<file path="src/rtl/fcvt_wb_queue.sv">
`default_nettype none
// +----------------------------------------------------------------------------+
// | Module      : fcvt_wb_queue                                                |
// | Description : Writeback queue behind the FP<->int converter. Computes      |
// |               RISC-V fflags (NV/NX) from the source operand at push time,  |
// |               applies the NaN result fix-up, buffers DEPTH entries and     |
// |               accrues the head entry's flags when it retires.              |
// | Revision    : 1.0 - initial release                                        |
// +----------------------------------------------------------------------------+
module fcvt_wb_queue #(
  parameter int DEPTH = 4,
  parameter int CW    = $clog2(DEPTH) + 1
) (
  input  logic          clk_i,
  input  logic          rst_ni,
  // converter side
  input  logic          in_valid_i,
  output logic          in_ready_o,
  input  logic [31:0]   in_result_i,
  input  logic [31:0]   in_operand_i,
  input  logic          in_conv_type_i,
  input  logic          in_op_signed_i,
  input  logic [4:0]    in_rd_i,
  // register-file side
  output logic          out_valid_o,
  input  logic          out_ready_i,
  output logic [31:0]   out_data_o,
  output logic [4:0]    out_rd_o,
  output logic          out_fp_dest_o,
  output logic [4:0]    out_fflags_o,
  // flag accrual and occupancy
  output logic [4:0]    fflags_acc_o,
  input  logic          fflags_clr_i,
  output logic [CW-1:0] count_o
);

  localparam int            c_ptr_w = $clog2(DEPTH);
  localparam logic [CW-1:0] c_depth = CW'(DEPTH);

  // Float field positions where the rounding point is reached: biased exponent
  // 150 puts the binary point just below m[0]; 158 is the 2^31 boundary.
  localparam logic [7:0]    c_exp_one   = 8'd127;
  localparam logic [7:0]    c_exp_int   = 8'd150;
  localparam logic [7:0]    c_exp_2p31  = 8'd158;
  localparam logic [7:0]    c_exp_max   = 8'hFF;
  localparam logic [4:0]    c_i2f_prec  = 5'd23;

  // ---------------------------------------------------------------------------
  // Storage and control state
  // ---------------------------------------------------------------------------
  logic [DEPTH-1:0][31:0] r_data;
  logic [DEPTH-1:0][4:0]  r_rd;
  logic [DEPTH-1:0]       r_fp;
  logic [DEPTH-1:0][4:0]  r_flags;

  logic [c_ptr_w-1:0]     r_wr_ptr;
  logic [c_ptr_w-1:0]     r_rd_ptr;
  logic [CW-1:0]          r_count;
  logic [4:0]             r_acc;

  logic                   w_push;
  logic                   w_pop;

  // ---------------------------------------------------------------------------
  // Handshake: ready depends only on occupancy, so a full queue refuses a push
  // even when the head retires in the same cycle.
  // ---------------------------------------------------------------------------
  assign in_ready_o  = (r_count != c_depth);
  assign out_valid_o = (r_count != '0);
  assign w_push      = in_valid_i & in_ready_o;
  assign w_pop       = out_valid_o & out_ready_i;

  // ---------------------------------------------------------------------------
  // float->int flag evaluation
  // ---------------------------------------------------------------------------
  logic [7:0]  w_exp;
  logic [22:0] w_man;
  logic        w_sgn;
  logic        w_is_nan;
  logic [7:0]  w_frac_sh;
  logic [22:0] w_frac_mask;
  logic        w_f2i_nv;
  logic        w_f2i_nx;

  assign w_exp = in_operand_i[30:23];
  assign w_man = in_operand_i[22:0];
  assign w_sgn = in_operand_i[31];

  // Range check for the target integer, then look for dropped fraction bits.
  always_comb begin
    w_is_nan    = (w_exp == c_exp_max) && (w_man != '0);
    // Number of mantissa bits below the binary point; only meaningful for
    // 127 <= exp < 150, where it spans 23 down to 1.
    w_frac_sh   = c_exp_int - w_exp;
    w_frac_mask = 23'((24'h1 << w_frac_sh) - 24'h1);

    if (in_op_signed_i) begin
      // -2^31 is the single exact value at exponent 158
      w_f2i_nv = (w_exp > c_exp_2p31) ||
                 ((w_exp == c_exp_2p31) && !(w_sgn && (w_man == '0)));
    end else begin
      // any negative value with magnitude >= 1 cannot be represented
      w_f2i_nv = (w_exp > c_exp_2p31) || (w_sgn && (w_exp >= c_exp_one));
    end

    if (w_exp < c_exp_one) begin
      w_f2i_nx = (in_operand_i[30:0] != '0);
    end else if (w_exp < c_exp_int) begin
      w_f2i_nx = ((w_man & w_frac_mask) != '0);
    end else begin
      w_f2i_nx = 1'b0;
    end
  end

  // ---------------------------------------------------------------------------
  // int->float flag evaluation
  // ---------------------------------------------------------------------------
  logic [31:0] w_mag;
  logic [4:0]  w_lead;
  logic [31:0] w_lsb_mask;
  logic        w_i2f_nx;

  // Leading-one search on the magnitude; bits below the 24-bit significand
  // window make the conversion inexact.
  always_comb begin
    w_mag = (in_op_signed_i && in_operand_i[31]) ? (32'd0 - in_operand_i)
                                                 : in_operand_i;
    w_lead = '0;
    for (int i = 0; i < 32; i++) begin
      if (w_mag[i]) begin
        w_lead = 5'(i);
      end
    end
    w_lsb_mask = (32'h1 << (w_lead - c_i2f_prec)) - 32'h1;
    w_i2f_nx   = (w_lead > c_i2f_prec) && ((w_mag & w_lsb_mask) != '0);
  end

  // ---------------------------------------------------------------------------
  // Entry assembly: flags {NV,DZ,OF,UF,NX} and NaN data fix-up
  // ---------------------------------------------------------------------------
  logic [4:0]  w_push_flags;
  logic [31:0] w_push_data;

  // NX is suppressed whenever NV fires; NaN inputs saturate to the largest
  // positive integer of the destination type.
  always_comb begin
    w_push_flags = '0;
    w_push_data  = in_result_i;
    if (in_conv_type_i) begin
      w_push_flags[0] = w_i2f_nx;
    end else begin
      w_push_flags[4] = w_f2i_nv;
      w_push_flags[0] = w_f2i_nx & ~w_f2i_nv;
      if (w_is_nan) begin
        w_push_data = in_op_signed_i ? 32'h7FFF_FFFF : 32'hFFFF_FFFF;
      end
    end
  end

  // ---------------------------------------------------------------------------
  // Sequential logic
  // ---------------------------------------------------------------------------

  // Entry storage: written at the write pointer on every accepted push.
  always_ff @(posedge clk_i or negedge rst_ni) begin
    if (!rst_ni) begin
      r_data  <= '0;
      r_rd    <= '0;
      r_fp    <= '0;
      r_flags <= '0;
    end else if (w_push) begin
      r_data[r_wr_ptr]  <= w_push_data;
      r_rd[r_wr_ptr]    <= in_rd_i;
      r_fp[r_wr_ptr]    <= in_conv_type_i;
      r_flags[r_wr_ptr] <= w_push_flags;
    end
  end

  // Pointers wrap naturally (power-of-two depth); count tracks push/pop balance.
  always_ff @(posedge clk_i or negedge rst_ni) begin
    if (!rst_ni) begin
      r_wr_ptr <= '0;
      r_rd_ptr <= '0;
      r_count  <= '0;
    end else begin
      if (w_push) begin
        r_wr_ptr <= r_wr_ptr + 1'b1;
      end
      if (w_pop) begin
        r_rd_ptr <= r_rd_ptr + 1'b1;
      end
      case ({w_push, w_pop})
        2'b10:   r_count <= r_count + 1'b1;
        2'b01:   r_count <= r_count - 1'b1;
        default: r_count <= r_count;
      endcase
    end
  end

  // Accrued flags: a CSR clear applies before the retiring entry's flags merge.
  always_ff @(posedge clk_i or negedge rst_ni) begin
    if (!rst_ni) begin
      r_acc <= '0;
    end else if (w_pop) begin
      r_acc <= (fflags_clr_i ? 5'd0 : r_acc) | out_fflags_o;
    end else if (fflags_clr_i) begin
      r_acc <= '0;
    end
  end

  // ---------------------------------------------------------------------------
  // Outputs: head entry straight from storage
  // ---------------------------------------------------------------------------
  assign out_data_o    = r_data[r_rd_ptr];
  assign out_rd_o      = r_rd[r_rd_ptr];
  assign out_fp_dest_o = r_fp[r_rd_ptr];
  assign out_fflags_o  = r_flags[r_rd_ptr];
  assign fflags_acc_o  = r_acc;
  assign count_o       = r_count;

endmodule
`default_nettype wire
</file>
<file path="config.mk">
export PLATFORM = sky130hd
export DESIGN_NAME = fcvt_wb_queue
export DESIGN_NICKNAME = d
export VERILOG_FILES = /design/src/rtl/fcvt_wb_queue.sv
export SDC_FILE = /design/constraint.sdc
export NUM_CORES = 1
export LEC_CHECK = 0
export CAP_MARGIN = 20
export CELL_PAD_IN_SITES_DETAIL_PLACEMENT = 1
export CELL_PAD_IN_SITES_GLOBAL_PLACEMENT = 2
export CORE_MARGIN = 2
export CORE_UTILIZATION = 36
export DETAILED_ROUTE_END_ITERATION = 8
export DONT_BUFFER_PORTS = 1
export GPL_ROUTABILITY_DRIVEN = 0
export HOLD_SLACK_MARGIN = 0.15
export PLACE_DENSITY_LB_ADDON = 0.1
export SLEW_MARGIN = 30
export SYNTH_ARGS = -nofsm -noshare
export SYNTH_HDL_FRONTEND = slang
export SYNTH_SLANG_ARGS = --single-unit
</file>
<file path="constraint.sdc">
create_clock -name clk_i -period 2.1 [get_ports clk_i]
set_input_delay 0.63 -clock clk_i [delete_from_list [all_inputs] [get_ports clk_i]]
set_output_delay 0.63 -clock clk_i [all_outputs]
set_load 0.01 [all_outputs]
</file>
==> results of run 1 <==
## logic make-up after synthesis
group	share of synthesized area, %
simple gates	20.83
compound gates	19.98
flops	38.21
buf+inv	5.098
mux	11.29
xor+xnor	2.721
fa+ha+maj	1.844
other cells	0.03329
## metal layers
layer  wire [microns]  vias up  share of wire, %  track usage (%)
met5                0        -                 0                0
met4              659        0               1.7            6.032
met3             1088       39               2.8            2.882
met2            20310      168                53            43.73
met1            16480     5111                43            29.51
li1                 -     4847                 -                -
## final cells by class
type	instances	area [sq um]	share of cell area (%)
multi-input combinational	930	6990	47.48
timing repair buffer	247	2181	14.81
clock buffer	17	425.4	2.889
sequential	172	4310	29.28
tap	396	495.5	3.365
clock inverter	15	196.4	1.334
inverter	28	123.9	0.8413
## worst max-delay path, stage by stage
cell and delay [ps]:
ha_4 160, a211oi_4 330, o21ba_4 210, nor2_2 40, or4_4 510, ha_4 280
inv_2 30, a21oi_2 120, o41ai_2 90, a2111oi_2 350, nand4_1 200, a2111oi_4 270
a31oi_4 150, a2111oi_2 360, nand4_1 190, a2111oi_4 370, a21oi_1 120
## sequential cells by signal (all words and copies together) (netlist names)
signal        cells
r_data          128
r_rd_ptr          2
fflags_acc_o      5
r_wr_ptr          2
count_o           3
r_fp              4
r_flags           8
r_rd             20
## cells in the mapped netlist, types with 5 or more instances
| cell type | count | area share, % |
|---|---|---|
| nor2_1 | 85 | 2.8 |
| nor4_1 | 10 | 0.56 |
| a32o_1 | 6 | 0.53 |
| xor2_1 | 13 | 1.0 |
| nor3_1 | 25 | 1.1 |
| a221oi_1 | 5 | 0.39 |
| and2_1 | 9 | 0.50 |
| nand3_1 | 27 | 1.2 |
| buf_2 | 15 | 0.67 |
| or3_1 | 11 | 0.61 |
| and4_1 | 7 | 0.54 |
| clkbuf_1 | 62 | 2.1 |
| o21ai_0 | 171 | 7.6 |
| or2_2 | 5 | 0.28 |
| mux2i_1 | 10 | 0.89 |
| buf_1 | 16 | 0.53 |
| o31ai_1 | 6 | 0.40 |
| ha_1 | 15 | 1.7 |
| mux2_2 | 24 | 2.4 |
| a31oi_1 | 13 | 0.72 |
| o211ai_1 | 11 | 0.73 |
| mux4_2 | 40 | 8.0 |
| nand4_1 | 25 | 1.4 |
| o21a_1 | 6 | 0.40 |
| xnor2_1 | 22 | 1.7 |
| buf_6 | 5 | 0.50 |
| o2111ai_1 | 6 | 0.47 |
| a211oi_1 | 5 | 0.33 |
| and3_1 | 9 | 0.50 |
| nand2b_1 | 7 | 0.39 |
| nand2_1 | 192 | 6.4 |
| a21oi_1 | 27 | 1.2 |
| dfrtp_1 | 172 | 38 |
| nor2b_1 | 9 | 0.50 |
| a21o_1 | 9 | 0.60 |
| nor3b_1 | 5 | 0.33 |
| inv_1 | 27 | 0.90 |
## report_power, final
part           internal, mW  total (mW)  leakage (nW)  switching [mW]
logic                  3.30        6.61          3.76            3.32
registers              4.85        5.72          2.14           0.871
clock network          1.99        3.31         0.307            1.32
total                  10.1        15.7          6.20            5.51
## through the flow
step                area (sq um)  hold WS [ps]  setup WS [ps]  setup TNS [ps]  util [%]
floorplan                  11750         334.4          -2266          -57130         -
global placement           13610         338.4          -2663          -82980     44.39
detailed placement         13610         338.7          -2745          -87990     44.39
CTS                        14640        -133.0          -2107          -30370     47.74
global route               14720        -133.6          -2226          -38870     48.01
finish                     14720        -109.7          -2024          -33740     48.01
## worst min-delay path by stage
stage	start	to	slack [ps]
after global routing	rst_ni	r_data[27]	-130
after global placement	rst_ni	r_data[91]	340
after floorplan	rst_ni	count_o[0]	330
after CTS	rst_ni	count_o[1]	-130
after detailed placement	rst_ni	r_data[91]	340
final	rst_ni	r_data[91]	-110
## cells in the final DEF (no fill, tap or decap), types with 22 or more instances in the layout
cell	n
nor2_1	51
nor2_4	31
dfrtp_1	169
mux4_2	40
nand3_1	22
nor3_1	23
o21ai_0	58
nand2_1	188
o21ai_1	111
nand4_1	25
mux2_2	24
buf_4	217
## repair_timing
action / 4_1_cts / 5_1_grt
endpoints found under the hold margin: 172 / 172
buffers inserted: 16 / 3
setup endpoints to repair: 173 / 174
pin swaps: 30 / 23
gates resized for setup: 45 / 26
cloned: 4 / 0
==> summary.txt, run 1 <==
Status: finished, violations left
Failing checks: hold timing, setup timing
Number of synthesized flops with an enable pin: 0
Minimum clock period: 4124 ps
DRT Pass-1 Iters: 4
Final #Nets: 1488
Worst r2r dst: count_o[2]
Crit path kind: primary input to flop
Worst hold slack: -109.7 ps
P&R area growth vs syn: 30.70%
Pwr dens: 1063 nW/um^2
N_diodes: 0
CTS tree: done
CP Max Fanout: 15
Worst hold path type: primary input to async pin
Layout cells sized above 1: 33.50%
Clock skew: 7.950 ps
CTS Sinks: 172
Fmax: 0.2425 GHz
Reg2reg start: count_o[1]
Syn Inst Count: 1231
Main synth FF type: dfrtp_1
DP HPWL: 28450 microns
Via count: 10165
Width of the die: 180.9 microns
Crit path to: r_flags[15]
Final Hold Vio Count: 172
Final Worst Setup Slack: -2024 ps
Static leakage: 6.203 nW
R2r setup slk: 110 ps
Mapped Avg Cell Area: 9.151 sq um
Unique masters post-synth: 101
PortBufs: 0
Gr usage total: 23.82%
Actual slew at the worst max-slew pin: 574.5 ps
Htree depth: 4
Initial antenna violation count: 0
Initial Utilization: 36.73%
Final ANT Viol Nets: 0
Worst EP required: 2400 ps
Final period utilization: 196.4%
Fin. max-slew vios: 0
Worst setup SP type: primary input
DR WL/cell: 21.35 microns
IO Pins: 129
Mapped Area: 11260 sq um
Worst setup EP type: flop
Asr flop ratio synth: 100.0%
Setup violations, final: 172
DR iter-0 viols: 511
DR vias/cell: 5.632
Drt total wl: 38540 microns
Core area: 30670 sq um
Max_cap viols: 0
Crit path from: in_operand_i[24]
Clock Pin Slew Worst Setup and Hold Paths: 60 ps
Largest net degree at the start of global routing: 173
Seq/Total Area, Yosys: 38.21%
Max-slew headroom: 60.71%
Filler cells: 3424
Clk_lat worst skew: 440 ps
Dpl cells: 1753
Vias in the first global route: 10956
CTS Buf Count: 17
PnR Total Power: 15.65 mW
# DRC: 0
Flop and latch count out of synthesis: 172
Row cnt: 64
First-pass GRT wire length: 61850 microns
Syn. warnings: 0
Total congestion overflow: 0
Arrival time worst endpoint: 4420 ps
Root buffer selected by CTS: clkbuf_16
R2R cell count: 10
Max rail drop VDD: 0.6479 mV
Final Instance Count excl. Fillers: 1805
Area of the die: 32720 sq um
Die H: 180.9 microns
Clock Path Buffers: 2
Unrepaired setup endpoints after global routing: yes
No activity file was read; power rests on OpenSTA's default activity.
==> inputs of run 2 (changes only) <==
--- a/config.mk
+++ b/config.mk
@@ -5,11 +5,12 @@
 export SDC_FILE = /design/constraint.sdc
 export NUM_CORES = 1
 export LEC_CHECK = 0
+export ABC_AREA = 1
 export CAP_MARGIN = 20
 export CELL_PAD_IN_SITES_DETAIL_PLACEMENT = 1
 export CELL_PAD_IN_SITES_GLOBAL_PLACEMENT = 2
 export CORE_MARGIN = 2
-export CORE_UTILIZATION = 36
+export CORE_UTILIZATION = 32
 export DETAILED_ROUTE_END_ITERATION = 8
 export DONT_BUFFER_PORTS = 1
 export GPL_ROUTABILITY_DRIVEN = 0
==> summary.txt, run 2 <==
Status: finished, violations left
Failing checks: hold timing, setup timing
Synth top area cells: dfrtp_1 38%, nand2_1 22%, nor2_1 6.7%
Syn Inst Count: 1700
Worst EP required: 2430 ps
R2r setup slk: 100 ps
Flop and latch count out of synthesis: 172
Global route hottest layer: met2
Final ANT Viol Nets: 0
Clock Path Buffers: 2
Fmax: 0.2337 GHz
Util after Layout: 50.99%
Xor and xnor area share after synthesis: 2.583%
Arrival time worst endpoint: 4610 ps
Gr usage total: 26.24%
Max rail drop VDD: 0.8644 mV
Seq/Total Area, Yosys: 38.14%
Top cell by count, worst path: nand2_1
Filler cells: 4170
Via count: 12479
First-pass GRT wire length: 74250 microns
Clk_lat worst skew: 440 ps
Area leader, netlist: dfrtp_1
Drt total wl: 49580 microns
Clock Pin Slew Worst Setup and Hold Paths: 60 ps
Most common cell after layout, fill and taps aside: nand2_1
Area of the die: 36790 sq um
Fin. max-slew vios: 0
Max-slew headroom: 64.95%
Static leakage: 8.591 nW
CTS Buf Count: 17
FF/Latch Area: 4309 sq um
Main synth FF type: dfrtp_1
Initial antenna violation count: 1
Final Worst Setup Slack: -2179 ps
Biggest registers after layout: r_data x128, r_rd x20, r_flags x8
Initial Utilization: 32.59%
Area share of and/or/nand/nor cells after synthesis: 40.03%
DR vias/cell: 5.091
Worst setup EP type: flop
Mapped Avg Cell Area: 6.639 sq um
Unrepaired setup endpoints after global routing: yes
IO Pins: 129
Final setup TNS: -50630 ps
Syn. warnings: 0
Met1 Track Usage GR: 31.03%
Unique masters post-synth: 51
Pwr dens: 1350 nW/um^2
Total congestion overflow: 0
Asr flop ratio synth: 100.0%
Root buffer selected by CTS: clkbuf_16
Top reg by flops: r_data
CP Max Fanout: 5
Most common cell in the synthesized netlist: nand2_1
Final period utilization: 203.7%
Share of the synthesized area in the top cell type: 38.14%
Mux contribution to synthesized area: 0%
Vias in the first global route: 13330
Final Hold Vio Count: 172
Synth Area in Compound Gates: 9.412%
Multi-input gate area: 8148 sq um
DR iter-0 viols: 625
Setup violations, final: 172
DRT Pass-1 Iters: 5
Worst-path cell with the longest stage delay: nor3_2
Clock skew: 8.866 ps
Crit path kind: primary input to flop
CTS Sinks: 172
Most frequent cells in the layout: 536 x nand2_1, 250 x buf_4, 168 x dfrtp_1
# DRC: 0
DR WL/cell: 20.23 microns
Row cnt: 68
Largest net degree at the start of global routing: 173
Crit path largest cell delay: 290 ps
M3 GR Usage: 4.294%
Layout cells sized above 1: 41.05%
Core area: 34630 sq um
Top cells by count, synth: 676 x nand2_1, 202 x nor2_1, 172 x dfrtp_1
Width of the die: 191.8 microns
Max_cap viols: 0
Final #Nets: 2074
P&R area growth vs syn: 56.45%
Post-Synth Adder-Cell Area: 1.840%
Mapped Area: 11290 sq um
PnR Total Power: 23.83 mW
Worst hold path type: primary input to async pin
M2 GR Usage: 48.89%
Actual slew at the worst max-slew pin: 521.9 ps
Minimum clock period: 4279 ps
Number of synthesized flops with an enable pin: 0
Worst setup SP type: primary input
Htree depth: 4
PortBufs: 0
Die H: 191.8 microns
Worst hold slack: -117.8 ps
DP HPWL: 29360 microns
Max FFs per register: 128
Main combinational cell family by area after synthesis: simple AND/OR/NAND/NOR gates
CTS tree: done
## run 2: through the flow
step / hold slack (ps) / setup WS (ps) / std cells / cell area, sq um
after floorplan: 334.4 / -2151 / 1702 / 11430
after global placement: 340.0 / -2794 / 2338 / 13690
after detailed placement: 339.8 / -2884 / 2338 / 13690
after CTS: -132.2 / -2077 / 2427 / 16440
after global routing: -137.6 / -2597 / 2450 / 17650
final: -117.8 / -2179 / 2451 / 17660
## run 2: what timing repair did
item | in CTS | in global routing
setup endpoints to repair | 176 | 182
pin swaps | 77 | 91
cloned | 23 | 3
setup buffers | 34 | 28
resized for setup | 381 | 309
endpoints found under the hold margin | 172 | 172
## run 2: final cells by class
class / instances / area share [%]
antenna: 1 / 0.01417
clock buffer: 26 / 2.884
clock inverter: 6 / 0.4677
inverter: 142 / 3.359
multi-input combinational: 1313 / 46.15
sequential: 172 / 24.40
tap: 455 / 3.224
timing repair buffer: 336 / 19.50
## run 2: final timing paths
kind,cells past startpoint,to,startpoint
min reg2reg,2,r_data[98],r_data[98]
min in group clk_i,1,fflags_acc_o[3],fflags_clr_i
max reg2reg,9,r_data[49],count_o[1]
max in group asynchronous,0,r_rd[0],rst_ni
min,0,r_data[106],rst_ni
max,34,r_flags[15],in_operand_i[0]
## run 2: layer usage
layer | vias up | part of all wire, %
met5 | - | 0
met2 | 226 | 53
li1 | 5926 | -
met3 | 80 | 4.1
met1 | 6247 | 40
met4 | 0 | 2.4
## run 2: kinds of logic (layout without fill, tap and decap cells)
logic type      Yosys count  in the layout
other cells               1              4
compound gates          193            193
flops                   172            172
buf+inv                 217            510
xor+xnor                 29             29
simple gates           1072           1072
fa+ha+maj                16             16
## run 2: critical path: cells and delay by family
kind | cells | cell delay (ps)
XOR/XNOR | 1 | 190
buffers and inverters | 3 | 240
AND/OR/NAND/NOR | 29 | 3420
adder cells (fa/ha/maj) | 1 | 140
## run 2: power breakdown
part | switching, mW | total, mW | internal (mW)
registers | 1.43 | 6.26 | 4.83
clock network | 1.35 | 3.26 | 1.91
logic | 7.69 | 14.3 | 6.63
total | 10.5 | 23.8 | 13.4
